`src/rtl/inst_buffer_pkg.sv`:
```
// Shared constants for the IF1 -> ID instruction buffer.
// Entry layout: {pc_valid, pc_is_jump, pc[31:0], inst[31:0]}.
package inst_buffer_pkg;
  localparam int IB_WIDTH      = 16;
  localparam int IB_WIDTH_LOG2 = 4;
  localparam int IB_PTR_WD     = IB_WIDTH_LOG2 + 1;
  localparam int IB_DATA_WD    = 66;
  localparam int IB_PUSH_SLOTS = 4;
  localparam int IB_POP_SLOTS  = 2;

  localparam int IB_INST_LSB   = 0;
  localparam int IB_PC_LSB     = 32;
  localparam int IB_PC_IS_JUMP = 64;
  localparam int IB_PC_VALID   = 65;
endpackage

```
`src/rtl/ib_entry_array.sv`:
```
// Instruction buffer storage: IB_WIDTH x IB_DATA_WD registers, 4 write ports, 2 async reads.
module ib_entry_array
  import inst_buffer_pkg::*;
(
  input  logic                                    clk,
  input  logic [IB_PUSH_SLOTS-1:0]                we,
  input  logic [IB_PUSH_SLOTS*IB_WIDTH_LOG2-1:0]  waddr,
  input  logic [IB_PUSH_SLOTS*IB_DATA_WD-1:0]     wdata,
  input  logic [IB_POP_SLOTS*IB_WIDTH_LOG2-1:0]   raddr,
  output logic [IB_POP_SLOTS*IB_DATA_WD-1:0]      rdata
);

  logic [IB_DATA_WD-1:0] mem [IB_WIDTH];

  // Write addresses are always consecutive, so ports never collide.
  always_ff @(posedge clk) begin
    for (int k = 0; k < IB_PUSH_SLOTS; k++) begin
      if (we[k]) mem[waddr[k*IB_WIDTH_LOG2 +: IB_WIDTH_LOG2]] <= wdata[k*IB_DATA_WD +: IB_DATA_WD];
    end
  end

  for (genvar r = 0; r < IB_POP_SLOTS; r++) begin : g_rd
    assign rdata[r*IB_DATA_WD +: IB_DATA_WD] = mem[raddr[r*IB_WIDTH_LOG2 +: IB_WIDTH_LOG2]];
  end

endmodule

```
`src/rtl/inst_buffer.sv`:
```
// Circular instruction buffer between IF1 and ID: push 0..4, present/pop up to 2 per cycle.
// Optional IB_BYPASS_EN: forward IF1 slots straight to ID when the buffer is empty.
module inst_buffer
  import inst_buffer_pkg::*;
(
  input  logic                                 clk,
  input  logic                                 rst_n,
  input  logic                                 flush_IB,
  input  logic [IB_PUSH_SLOTS*IB_DATA_WD-1:0]  if1_to_ib,
  input  logic [2:0]                           push_num,
  output logic [IB_WIDTH_LOG2:0]               can_push_size,
  output logic [IB_POP_SLOTS*IB_DATA_WD-1:0]   ib_to_id,
  output logic [1:0]                           ib_valid_num,
  input  logic [1:0]                           pop_num
);

  localparam logic [IB_PTR_WD-1:0] IB_FULL = IB_PTR_WD'(IB_WIDTH);

  logic [IB_PTR_WD-1:0]   head, tail, head_nxt, tail_nxt, count;
  logic                   push_legal, push_drop, bypass_act;
  logic [2:0]             push_amt;
  logic [1:0]             stored_vn, push_vn, valid_num, eff_pop, shift;
  logic [IB_DATA_WD-1:0]  in_slot [IB_PUSH_SLOTS];

  logic [IB_PUSH_SLOTS-1:0]                we;
  logic [IB_PUSH_SLOTS*IB_WIDTH_LOG2-1:0]  waddr;
  logic [IB_PUSH_SLOTS*IB_DATA_WD-1:0]     wdata;
  logic [IB_POP_SLOTS*IB_WIDTH_LOG2-1:0]   raddr;
  logic [IB_POP_SLOTS*IB_DATA_WD-1:0]      rdata;

  for (genvar k = 0; k < IB_PUSH_SLOTS; k++) begin : g_in
    assign in_slot[k] = if1_to_ib[k*IB_DATA_WD +: IB_DATA_WD];
  end

  assign count         = tail - head;
  assign can_push_size = IB_FULL - count;

`ifdef IB_BYPASS_EN
  assign bypass_act = (count == '0) && !flush_IB;
`else
  assign bypass_act = 1'b0;
`endif

  // Oversized pushes are dropped whole; IF1 is expected to respect can_push_size.
  always_comb begin
    push_legal = (push_num <= 3'd4) && ({2'b00, push_num} <= can_push_size);
    push_drop  = !flush_IB && (push_num != 3'd0) && !push_legal;
    push_amt   = (push_legal && !flush_IB) ? push_num : 3'd0;
    stored_vn  = (count >= IB_PTR_WD'(2)) ? 2'd2 : count[1:0];
    push_vn    = 2'd0;
    if (push_legal) push_vn = (push_num >= 3'd2) ? 2'd2 : push_num[1:0];
    valid_num  = bypass_act ? push_vn : stored_vn;
    eff_pop    = (pop_num > valid_num) ? valid_num : pop_num;
    shift      = bypass_act ? eff_pop : 2'd0;
    tail_nxt   = tail + IB_PTR_WD'(push_amt) - IB_PTR_WD'(shift);
    head_nxt   = bypass_act ? head : head + IB_PTR_WD'(eff_pop);
  end

  // Forwarded entries consumed by ID are skipped, so write port k takes slot k+shift.
  for (genvar k = 0; k < IB_PUSH_SLOTS; k++) begin : g_wr
    logic [2:0] src;
    assign src = 3'(k) + {1'b0, shift};
    assign we[k] = !flush_IB && push_legal && (src < push_num);
    assign wdata[k*IB_DATA_WD +: IB_DATA_WD] = (src < 3'd4) ? in_slot[src[1:0]] : '0;
    assign waddr[k*IB_WIDTH_LOG2 +: IB_WIDTH_LOG2] = tail[IB_WIDTH_LOG2-1:0] + IB_WIDTH_LOG2'(k);
  end

  assign raddr = {head[IB_WIDTH_LOG2-1:0] + IB_WIDTH_LOG2'(1), head[IB_WIDTH_LOG2-1:0]};

  ib_entry_array u_entry_array (
    .clk   (clk),
    .we    (we),
    .waddr (waddr),
    .wdata (wdata),
    .raddr (raddr),
    .rdata (rdata)
  );

  always_ff @(posedge clk or negedge rst_n) begin
    if (!rst_n) begin
      head <= '0;
      tail <= '0;
    end else if (flush_IB) begin
      head <= '0;
      tail <= '0;
    end else begin
      head <= head_nxt;
      tail <= tail_nxt;
    end
  end

  assign ib_valid_num = valid_num;
  assign ib_to_id[0 +: IB_DATA_WD] = (valid_num != 2'd0) ?
      (bypass_act ? in_slot[0] : rdata[0 +: IB_DATA_WD]) : '0;
  assign ib_to_id[IB_DATA_WD +: IB_DATA_WD] = (valid_num == 2'd2) ?
      (bypass_act ? in_slot[1] : rdata[IB_DATA_WD +: IB_DATA_WD]) : '0;

`ifndef SYNTHESIS
  always_ff @(posedge clk) begin
    if (rst_n) begin
      assert (!push_drop)
        else $warning("inst_buffer: IF1 push of %0d exceeds free space %0d, push dropped",
                      push_num, can_push_size);
    end
  end
`endif

endmodule

```
`config.mk`:
```
export PLATFORM = sky130hd
export DESIGN_NAME = inst_buffer
export DESIGN_NICKNAME = d
export VERILOG_FILES = /design/src/rtl/inst_buffer_pkg.sv /design/src/rtl/ib_entry_array.sv /design/src/rtl/inst_buffer.sv
export SDC_FILE = /design/constraint.sdc
export NUM_CORES = 2
export LEC_CHECK = 0
export BUFFER_PORTS_ARGS = -buffer_cell sky130_fd_sc_hd__buf_2
export CAP_MARGIN = 10
export CORE_ASPECT_RATIO = 0.8
export CORE_MARGIN = 2
export CORE_UTILIZATION = 25
export CTS_BUF_LIST = sky130_fd_sc_hd__clkbuf_16
export CTS_CLUSTER_SIZE = 28
export DETAILED_ROUTE_END_ITERATION = 10
export PLACE_DENSITY = 0.35
export SLEW_MARGIN = 20
export SYNTH_ARGS = -nofsm -noshare
export SYNTH_HDL_FRONTEND = slang
export SYNTH_SLANG_ARGS = --single-unit
```
`constraint.sdc`:
```
create_clock -name clk -period 9.26 [get_ports clk]
set_input_delay 1.852 -clock clk [delete_from_list [all_inputs] [get_ports clk]]
set_output_delay 1.852 -clock clk [all_outputs]
set_load 0.05 [all_outputs]
```
Word level (Yosys, flattened, before mapping)
Memory sizes are Yosys's and may differ from the RTL's.
Cells that the tools add are included.
- equality and inequality tests: 1
- multiplexer cells: 15
- shift-type cells: 0
- multiply operators: 0
- $lt $le $gt $ge: 8
- add/subtract/negate cells: 8
- reduce and logical (&&, ||, !) cells: 8
- bitwise operators: 0
- divide/modulo/power cells: 0
- operator list (operator ; count):
    two-way mux 66 bit ; 2
    two-way mux 5 bit ; 2
    adder 4 x 1 -> 4 bit (second input constant) ; 2
    adder 4 x 2 -> 4 bit (second input constant) ; 2
    two-way mux 1 bit ; 8
    logical AND 1 bit ; 6
    < comparator 1 x 3 -> 1 bit (first input constant) ; 2
    < comparator 2 x 3 -> 1 bit (first input constant) ; 2
    adder 5 x 2 -> 5 bit ; 1
    adder 5 x 3 -> 5 bit ; 1
    >= comparator 5 x 2 -> 1 bit (second input constant) ; 1
    <= comparator 3 x 5 -> 1 bit ; 1
    subtractor 5 bit ; 1
    subtractor 5 bit (first input constant) ; 1
    two-way mux 2 bit ; 2
    <= comparator 3 bit (second input constant) ; 1
    two-way mux 3 bit ; 1
    == test 2 bit (second input constant) ; 1
    > comparator 2 bit ; 1
    nonzero test 2 bit ; 1
    zero test 1 bit ; 1
- bits in registers: 10
- RAM bits: 1056
- input bits: 272
- bits in read-only memories: 0
- memories kept: 1
- latch bits: 0
- output and inout bits: 139
- word-level logic and storage cells: 43
- memories (memory ; words ; bits a word ; read ports ; clocked after memory_dff ; wr ports ; RTL line ; source):
    u_entry_array.mem ; 16 ; 66 ; 2 ; 0 ; 4 ; ib_entry_array.sv:13 ; logic [IB_DATA_WD-1:0] mem [IB_WIDTH];

Longest topological paths before layout
- depth after elaboration: 8
- depth in mapped cells: 24
- depth with buffers taken out: 22

Cells and area by module
Synthesis repeated with hierarchy kept, for this count alone.
- cell total of the unflattened synthesis: 8154
- area total of the unflattened synthesis: 79419.9 sq um
- by module, submodules not included (module ; sequential area each (sq um) ; instances ; area an instance (sq um) ; cells an instance):
    ib_entry_array ; 31710.4 ; 1 ; 77296.6 ; 7871
    inst_buffer ; 250.2 ; 1 ; 2123.3 ; 283

Least setup slack after synthesis
No wires, ideal clock.
- path type: reg2reg
- start point: register head[1]
- end point: memory u_entry_array.mem[12][0], enable pin
- clock period less this slack: 8.818 ns
- arrival: 8.310 ns
- path buffers: 6
- slack: 0.442 ns
- stages on the path, launching flop included: 20
- required time: 8.752 ns
- setup time: 0.508 ns
- cell sequence: dfrtp_1 -> clkbuf_1 -> clkbuf_1 -> clkbuf_1 -> inv_1 -> fa_1 -> inv_1 -> ha_1 -> xor2_1 -> inv_1 -> ha_1 -> o21a_1 -> o21ai_1 -> nor2_1 -> a21oi_2 -> buf_2 -> clkbuf_1 -> clkbuf_1 -> nand2_1 -> o211ai_1
- RTL lines (element ; RTL line ; source):
    start, declared ; inst_buffer.sv:19 ; logic [IB_PTR_WD-1:0] head, tail, head_nxt, tail_nxt, count;
    start signal, assigned ; inst_buffer.sv:87 ; head <= head_nxt;
    end, declared ; ib_entry_array.sv:13 ;

Final worst setup path
- start point: register head[2]
- end point: output ib_to_id[80]
- word-level cells in the longest chain between the ends: 5
- elaborated cells on any way between the ends: 7
- those cells by class: add/sub (2); order compare (1); eq/ne (1); mux (2); memory (1)
- ends and longest elaborated chain (element ; RTL line ; source):
    subtractor 5 bit ; inst_buffer.sv:35 ; assign count = tail - head;
    >= comparator 5 x 2 -> 1 bit ; inst_buffer.sv:49 ; stored_vn = (count >= IB_PTR_WD'(2)) ? 2'd2 : count[1:0];
    two-way mux 2 bit ; inst_buffer.sv:49 ;
    == test 2 bit ; inst_buffer.sv:95 ; assign ib_to_id[IB_DATA_WD +: IB_DATA_WD] = (valid_num == 2'd2) ?
    two-way mux 66 bit (*) ; inst_buffer.sv:95 ;
    end, declared ; inst_buffer.sv:12 ; output logic [IB_POP_SLOTS*IB_DATA_WD-1:0] ib_to_id,
Every way passes the cells marked *; elsewhere a longest branch is shown, timed or not.

==> impl_metrics.ini <==
[timing]
max-slew-margin-rel_pct = 8.22
slew_viol_final = 0
fmax_mhz = 129
fin_crit_ns = 7.76
setup_violations = 0
tns_ns = 0
rsz0062_at_grt = no
final.setup_skew_ns = 0.0819
final-hold-violation-count = 0
final.period_utilization_pct = 83.8
worst_pin_slew_ns = 1.38

[global_routing]
grt_pass1_wl_mm = 760
grt_max_degree = 141
grt_antenna_before_repair = 161
grt_pass1_vias = 79900
overflow = 0
grt_util_all_layers_pct = 32.7

[drt]
wire_per_inst_um = 44.9
totalWireLength_mm = 575
drc = 0
firstDrtPassIters = 9
ant_nets = 0
first_iter_violations = 15100
viasPerCell = 6.70
via_count = 85800

[die]
die_area_um2 = 338000
rows = 189
io_pins = 411
core_area_um2 = 332000
initial_core_util_pct = 25.1
fp.dieH_um = 520
fp.dieW_um = 649

[yosys]
async_flop_share_pct = 0.938
ys_ff_latch = 1066
synthFlopType = edfxtp_1
synth_edf_count = 1056
synth_xor_area_share_pct = 0.230
synth_top_family_by_area = compound AO/OA/AOI/OAI gates
synth_compound_area_share_pct = 24.1
muxShareOfSynthArea_pct = 17.3
yosys.area_share.adder_pct = 0.373
synth.distinct_cells = 69
yosys.area_share.simple_pct = 13.4
synthCells = 8701
avgSynthCellArea_um2 = 9.57
yosysWarnings = 0
synth_area_um2 = 83300
synth_nets = 8996
yosysSeqAreaShare_pct = 38.4

[worst_setup_path]
setup.worst_path.end = ib_to_id[80]
r2r_cells = 18
criticalPathCategory = reg -> out
arrival_ns = 5.91
worstSetupStartpoint = head[2]$_DFF_PN0_
rr_startpoint = tail[0]$_DFF_PN0_
critPathLaunchType = register
cp_data_required_time_ns = 7.41
rr_endpoint = u_entry_array.mem[13][36]$_DFFE_PP_
reg2reg_slack_ns = 1.66
end_kind = primary output
critPathMaxFanout = 39

[place]
place_congestion = 0.847
dp_hpwl_mm = 316
io_buffers = 410
dpl-instance-area_um2 = 89000
placed_cells = 12500

[power_and_ir_drop]
power_density_nw_per_um2 = 281
vdd_drop_max_uv = 301
p_leak_nw = 31.7

[clocking]
path_clk_slew_ns = 0.05
cts.path.max_buffers = 4
root_buffer = clkbuf_16
clock_sinks = 1066
htreeDepth = 4
post_cts_resize_count = 0
cts_tree = done
cts_setup_buffers = 0
clk_latency_ns = 0.88
cts_buffers = 156
cts_hold_buf = 0

[finish]
final_util_pct = 28.3
fin_cells = 12800
nets = 8527
final_cell_mix = o21ai_0, nand2_1, edfxtp_1
final_common_cell = o21ai_0
drive_above_1_share_pct = 19.3
finalInstanceArea_um2 = 93800
area_growth_pct = 12.7

[hold_path]
min_path_type = reg -> reg
min_from = head[4]$_DFF_PN0_

[flow_run]
cap_violations = 0

[outcome]
status = completed
-- registers in the layout (all words and copies together) (netlist names) --
name	count
tail	5
head	5
u_entry_array.mem	1056
-- layer usage --
metal,part of all wire (%),vias up,GRT usage [%],wire (µm)
met3,13,1443,10.4,72500
met1,42,44200,45.7,241000
met2,41,7373,46.2,237000
met5,0.041,-,0.0698,233
li1,-,32700,-,-
met4,4.3,40,13.7,24900
-- cell type report --
class,count,area [µm²]
antenna,64,160
timing repair buffer,665,4510
multi-input combinational,6325,47000
tap,4393,5500
inverter,18,80.1
clock inverter,109,591
sequential,1066,32000
fill,34400,238000
clock buffer,161,4030
-- cells in the mapped netlist (4+ instances only) --
| cell | count | area share [%] |
|---|---|---|
| a211oi_1 | 948 | 8.5 |
| a21boi_0 | 75 | 0.68 |
| a21boi_1 | 31 | 0.28 |
| a21oi_1 | 45 | 0.27 |
| a31oi_1 | 174 | 1.3 |
| and2_1 | 69 | 0.52 |
| and3_1 | 688 | 5.2 |
| buf_1 | 151 | 0.68 |
| buf_2 | 116 | 0.70 |
| buf_6 | 15 | 0.20 |
| clkbuf_1 | 1005 | 4.5 |
| dfrtp_1 | 10 | 0.30 |
| edfxtp_1 | 1056 | 38 |
| ha_1 | 20 | 0.30 |
| inv_1 | 17 | 0.077 |
| mux2i_1 | 102 | 1.2 |
| mux4_2 | 594 | 16 |
| nand2_1 | 1095 | 4.9 |
| nand3_1 | 91 | 0.55 |
| nand4_1 | 9 | 0.068 |
| nor2_1 | 56 | 0.25 |
| nor2b_1 | 206 | 1.5 |
| nor3_1 | 7 | 0.042 |
| nor4_1 | 4 | 0.030 |
| o2111ai_2 | 5 | 0.090 |
| o211ai_1 | 7 | 0.063 |
| o21ai_0 | 1322 | 7.9 |
| o21ai_1 | 565 | 3.4 |
| o221a_2 | 31 | 0.42 |
| o22ai_1 | 103 | 0.77 |
| or2_2 | 6 | 0.045 |
| or3_1 | 4 | 0.030 |
| xnor2_1 | 9 | 0.095 |
| xor2_1 | 11 | 0.12 |
-- cell families after synthesis --
logic type,count (synthesis)
adders and majority gates,23
muxes,698
AOI/OAI and AO/OA,3329
xor gates and xnor gates,21
buffers and inverters,1310
DFF,1066
and+or+nand+nor,2254
-- report_power, final --
part           internal (mW)  leakage (nW)  switching, mW  total [mW]
Combinational           4.26          19.6           10.2        14.4
Sequential              5.79          9.67          0.242        6.04
Clock                   3.26          2.42           2.61        5.86
-- worst max-delay path, stage by stage, from the launching register on --
cell      delay [ns]
dfrtp_4         0.93
buf_4           0.85
xor2_4          0.67
buf_4           0.78
a211oi_1        0.17
a211oi_1        1.02
buf_2           0.43
-- metrics by stage --
stage	total power [mW]	hold WS, ns	worst slack, ns
6_report	26.3	0.568	1.50
5_1_grt	26.9	0.599	1.23
4_1_cts	26.2	0.577	1.46
3_5_place_dp	20.3	0.556	2.06
3_3_place_gp	20.3	0.552	2.00
2_1_floorplan	15.0	0.525	0.442
-- worst min-delay path by stage --
stage                        end  slack [ns]  cells after the start
6_report       head[4]$_DFF_PN0_        0.57                      2
5_1_grt        head[4]$_DFF_PN0_        0.60                      2
4_1_cts        tail[4]$_DFF_PN0_        0.58                      2
3_5_place_dp   tail[4]$_DFF_PN0_        0.56                      2
3_3_place_gp   tail[4]$_DFF_PN0_        0.55                      2
2_1_floorplan  head[4]$_DFF_PN0_        0.52                      2
No activity file was read; power rests on OpenSTA's default activity.
